<file path="config.mk">
export PLATFORM = sky130hd
export DESIGN_NAME = picorv32_pcpi_issuer
export DESIGN_NICKNAME = d
export VERILOG_FILES = /design/src/rtl/picorv32_pcpi_issuer.sv
export SDC_FILE = /design/constraint.sdc
export NUM_CORES = 1
export LEC_CHECK = 0
export BUFFER_PORTS_ARGS = -buffer_cell sky130_fd_sc_hd__buf_4
export CAP_MARGIN = 30
export CORE_MARGIN = 3
export CORE_UTILIZATION = 45
export CTS_CLUSTER_DIAMETER = 200
export DETAILED_ROUTE_END_ITERATION = 12
export GPL_ROUTABILITY_DRIVEN = 0
export HOLD_SLACK_MARGIN = 0.12
export PLACE_DENSITY_LB_ADDON = 0.2
export SLEW_MARGIN = 20
export SYNTH_ARGS = -nofsm -noshare
export SYNTH_HDL_FRONTEND = slang
export SYNTH_SLANG_ARGS = --single-unit
export TNS_END_PERCENT = 50
</file>
<file path="constraint.sdc">
create_clock -name clk -period 5.1 [get_ports clk]
set_input_delay 0.51 -clock clk [delete_from_list [all_inputs] [get_ports clk]]
set_output_delay 0.51 -clock clk [all_outputs]
set_load 0.03 [all_outputs]
</file>
<file path="src/rtl/picorv32_pcpi_issuer.sv">
// PCPI initiator: issues one instruction at a time to an attached coprocessor and
// returns its write-back result, or an illegal-instruction trap on timeout.
module picorv32_pcpi_issuer #(
    parameter int TIMEOUT_CYCLES = 16,
    parameter int WAIT_EXTENDS   = 1
) (
    input  logic        clk,
    input  logic        resetn,
    input  logic        req_valid,
    output logic        req_ready,
    input  logic [31:0] req_insn,
    input  logic [31:0] req_rs1,
    input  logic [31:0] req_rs2,
    output logic        pcpi_valid,
    output logic [31:0] pcpi_insn,
    output logic [31:0] pcpi_rs1,
    output logic [31:0] pcpi_rs2,
    input  logic        pcpi_wr,
    input  logic [31:0] pcpi_rd,
    input  logic        pcpi_wait,
    input  logic        pcpi_ready,
    output logic        rsp_valid,
    input  logic        rsp_ready,
    output logic        rsp_wr,
    output logic [31:0] rsp_rd,
    output logic [4:0]  rsp_rdaddr,
    output logic        rsp_illegal
);

    localparam int TW = $clog2(TIMEOUT_CYCLES + 1);
    localparam logic [TW-1:0] TLAST = TW'(TIMEOUT_CYCLES - 1);

    typedef enum logic [1:0] {IDLE, ISSUE, RESP} state_t;

    state_t        state_q, state_d;
    logic [TW-1:0] timer_q, timer_d;
    logic          pvalid_q, pvalid_d;
    logic [31:0]   pinsn_q, pinsn_d;
    logic [31:0]   prs1_q, prs1_d;
    logic [31:0]   prs2_q, prs2_d;
    logic          rvalid_q, rvalid_d;
    logic          rwr_q, rwr_d;
    logic [31:0]   rrd_q, rrd_d;
    logic [4:0]    raddr_q, raddr_d;
    logic          rill_q, rill_d;

    always_ff @(posedge clk or negedge resetn) begin
        if (!resetn) begin
            state_q  <= IDLE;
            timer_q  <= '0;
            pvalid_q <= 1'b0;
            pinsn_q  <= '0;
            prs1_q   <= '0;
            prs2_q   <= '0;
            rvalid_q <= 1'b0;
            rwr_q    <= 1'b0;
            rrd_q    <= '0;
            raddr_q  <= '0;
            rill_q   <= 1'b0;
        end else begin
            state_q  <= state_d;
            timer_q  <= timer_d;
            pvalid_q <= pvalid_d;
            pinsn_q  <= pinsn_d;
            prs1_q   <= prs1_d;
            prs2_q   <= prs2_d;
            rvalid_q <= rvalid_d;
            rwr_q    <= rwr_d;
            rrd_q    <= rrd_d;
            raddr_q  <= raddr_d;
            rill_q   <= rill_d;
        end
    end

    always_comb begin
        state_d  = state_q;
        timer_d  = timer_q;
        pvalid_d = pvalid_q;
        pinsn_d  = pinsn_q;
        prs1_d   = prs1_q;
        prs2_d   = prs2_q;
        rvalid_d = rvalid_q;
        rwr_d    = rwr_q;
        rrd_d    = rrd_q;
        raddr_d  = raddr_q;
        rill_d   = rill_q;
        case (state_q)
            IDLE: begin
                if (req_valid) begin
                    pinsn_d  = req_insn;
                    prs1_d   = req_rs1;
                    prs2_d   = req_rs2;
                    pvalid_d = 1'b1;
                    timer_d  = '0;
                    state_d  = ISSUE;
                end
            end
            ISSUE: begin
                // Ready outranks the timeout so a last-cycle answer never traps.
                if (pcpi_ready) begin
                    rwr_d    = pcpi_wr;
                    rrd_d    = pcpi_wr ? pcpi_rd : '0;
                    rill_d   = 1'b0;
                    raddr_d  = pinsn_q[11:7];
                    rvalid_d = 1'b1;
                    pvalid_d = 1'b0;
                    state_d  = RESP;
                end else if (pcpi_wait && (WAIT_EXTENDS != 0)) begin
                    timer_d = '0;
                end else if (timer_q == TLAST) begin
                    rwr_d    = 1'b0;
                    rrd_d    = '0;
                    rill_d   = 1'b1;
                    raddr_d  = pinsn_q[11:7];
                    rvalid_d = 1'b1;
                    pvalid_d = 1'b0;
                    state_d  = RESP;
                end else begin
                    timer_d = timer_q + TW'(1);
                end
            end
            RESP: begin
                if (rsp_ready) begin
                    rvalid_d = 1'b0;
                    state_d  = IDLE;
                end
            end
            default: state_d = IDLE;
        endcase
    end

    assign req_ready   = (state_q == IDLE) && resetn;
    assign pcpi_valid  = pvalid_q;
    assign pcpi_insn   = pinsn_q;
    assign pcpi_rs1    = prs1_q;
    assign pcpi_rs2    = prs2_q;
    assign rsp_valid   = rvalid_q;
    assign rsp_wr      = rwr_q;
    assign rsp_rd      = rrd_q;
    assign rsp_rdaddr  = raddr_q;
    assign rsp_illegal = rill_q;

endmodule

</file>
==> metrics <==
initial antenna violation count 0; ranking of synthesized cells by area dfrtp_1, mux2_2, mux2_1, a22o_1, buf_2; worst-skew pair later-pin latency 0.41 ns; first drt pass iteration count 4; FF+latch count, synth 144; worst-margin pin slew 0.829 ns; peak fanout along the critical path 17; filler instances 797; CP max-delay cell dfrtp_1; Synth cell types 28; Row Count 39; DRC 0; YS warnings 0; Critical Path RT 5.38 ns; DIE WIDTH 116 um; pwr dens 768 nW/um^2; Final setup viols 0; first-pass GRT wire length 20100 um; RSZ-0062 raised after global routing no; Clock Tree Buf Depth 2; post_cts resized 0; port buffer count 272; Relative slew margins 0.447; commonest non-fill, non-tap cell in the layout buf_4; Initial Utilization 0.467; clock root cell clkbuf_16; post-CTS setup buffer count 0; commonest cells after routing, fill and taps aside buf_4, dfrtp_1, mux2_2, a22o_1, mux2_1; Clock Pin Slew Worst Setup and Hold Paths 0.06 ns; final hold viol count 0; period utilisation layout 0.442; R2R Setup Slk 2.85 ns; Post-Route WL 13100 um; crit path from timer_q[0]$_DFFE_PN0P_; Switch Pwr 2.49 mW; Iter 0 DRT Violations 185; reg2reg start timer_q[0]$_DFFE_PN0P_; f_max 0.444 GHz; setup TNS 0 ns; max incr delay on CP 0.41 ns; largest area contributor in the netlist dfrtp_1; hold crit path type primary input to asynchronous set/reset pin; CTS tree yes; dpl hpwl 9550 um; via count 3824; H-Tree Depth 4; grt total ovfl 0; max-slew violation total from the final report 0; post-synthesis sequential area ratio 0.667; Synth Cell Area 5400 sq um; core area 11600 sq um; n_diodes 0; Ports 273; area of the multi-input gates 1670 sq um; Yosys top cell area share 0.667; Clk pwr share 0.204; share of layout cells above drive strength 1 0.607; Final Skew 0.00652 ns; Via-to-Cell Ratio 4.96; maximum VDD drop 0.000442 V; crit path launch type flop; syn avg cell area 15.9 sq um; WS Path Type flop to flop; Post-Synthesis Cells 339; vias in the first global route 3981; Finished Core Util 0.709; status completed; CP Capture Type flop; Num CTS Buffers 17; Seq pwr share 0.321; Tmin final 2.25 ns; nets 753; combinational power share 0.475; post-route ant nets 0; P&R area growth vs syn 51.7%; largest net degree at the start of global routing 96; GRT Util Overall 0.196; switching share of power 0.396; Net Count, Synth 476; Die H 116 um; die area 13400 sq um; FF/Latch Area 3600 sq um; CTS Sinks 144; MaxCap Viol Count 0; crit-path cells ha_1 > and3_1 > ha_1 > nand2b_1 > nand2_1 > nand2_1 > buf_8 > mux2_2; P_int 3.80 mW; Crit path arrival time 2.54 ns; leakage 4.02 nW; DR WL/cell 16.9 um; hold_buf cts 0
kinds of logic after synthesis:
| family | synth area share |
|---|---|
| AO/OA/AOI/OAI | 0.0674 |
| buffers and inverters | 0.0243 |
| multiplexers | 0.213 |
| adder cells (fa/ha/maj) | 0.00463 |
| flip-flops | 0.667 |
| AND/OR/NAND/NOR | 0.0241 |
final cells by class:
cell class                      instances  area share
Sequential cell                       144       0.440
Inverter                                6     0.00275
Clock inverter                         10      0.0195
Tap cell                              143      0.0218
Multi-Input combinational cell        169       0.204
Clock buffer                           21      0.0562
Timing Repair Buffer                  278       0.256
Yosys cell counts:
| cell | instances |
|---|---|
| or3b_1 | 1 |
| o211ai_1 | 1 |
| buf_4 | 5 |
| dfrtp_1 | 144 |
| a31oi_1 | 1 |
| clkbuf_1 | 3 |
| nor3b_4 | 1 |
| nand2_1 | 3 |
| a21o_1 | 3 |
| nor4_1 | 1 |
| and3_1 | 2 |
| nand3_1 | 1 |
| ha_1 | 2 |
| nor2_1 | 2 |
| o31ai_1 | 2 |
| nand4b_1 | 1 |
| o21ai_0 | 5 |
| buf_2 | 12 |
| inv_1 | 6 |
| or2_2 | 1 |
| a22o_1 | 32 |
| nor3b_1 | 1 |
| or3_1 | 1 |
| mux2_1 | 30 |
| mux2_2 | 72 |
| a22oi_1 | 1 |
| nand2b_1 | 3 |
| nor2b_1 | 2 |
worst paths after layout:
check / to / cells after the start
worst min register to register: rsp_wr$_DFFE_PN0P_ / 1
worst min-delay path: pcpi_insn[3]$_DFFE_PN0P_ / 1
worst max-delay path: rsp_rdaddr[3]$_DFFE_PN0P_ / 8
worst max register to register: rsp_rdaddr[3]$_DFFE_PN0P_ / 8
max in group asynchronous: pcpi_rs2[9]$_DFFE_PN0P_ / 2
min in group clk: rsp_illegal$_DFFE_PN0P_ / 2
metal layers:
layer  part of all wire  global-route usage  routed length, um  vias to the layer above
li1                   -                   -                  -                     1780
met1               0.38               0.233               5020                     1829
met2               0.49               0.317               6470                      192
met3              0.096              0.0736               1260                       23
met4              0.024              0.0900                320                        0
met5                  0                   0                  0                        -
critical path, delay by kind of cell (launching register included):
| kind | cells | cell delay, ns |
|---|---|---|
| flip-flops | 1 | 0.41 |
| buffers and inverters | 1 | 0.23 |
| multiplexers | 1 | 0.35 |
| adder cells (fa/ha/maj) | 2 | 0.41 |
| AND/OR/NAND/NOR | 4 | 0.72 |
per-stage QoR:
stage                     hold WS (ns)  power [mW]  std cells  cell area, sq um  setup WS (ns)
after floorplan                  0.214        3.85        339              5400           3.13
after global placement           0.463        4.98        738              7550           2.72
after detailed placement         0.468        5.04        739              7560           2.64
after CTS                        0.215        6.36        770              8180           2.58
after global routing             0.253        6.61        771              8200           2.69
final                            0.183        6.29        771              8200           2.85
registers in the layout, summed over array words and instances, names as in the netlist:
| signal | count |
|---|---|
| pcpi_insn | 32 |
| rsp_valid | 1 |
| state_q | 2 |
| pcpi_rs2 | 32 |
| rsp_wr | 1 |
| rsp_rd | 32 |
| rsp_illegal | 1 |
| rsp_rdaddr | 5 |
| pcpi_valid | 1 |
| pcpi_rs1 | 32 |
| timer_q | 5 |
power groups by stage:
stage / clock network, mW / registers (mW) / logic, mW
finish: 1.28 / 2.02 / 2.99
CTS: 1.32 / 2.03 / 3.02
detailed placement: 0 / 2.03 / 3.02
global placement: 0 / 2.02 / 2.96
floorplan: 0 / 3.07 / 0.773
global route: 1.37 / 2.10 / 3.14
(Power assumes the default switching activity.)
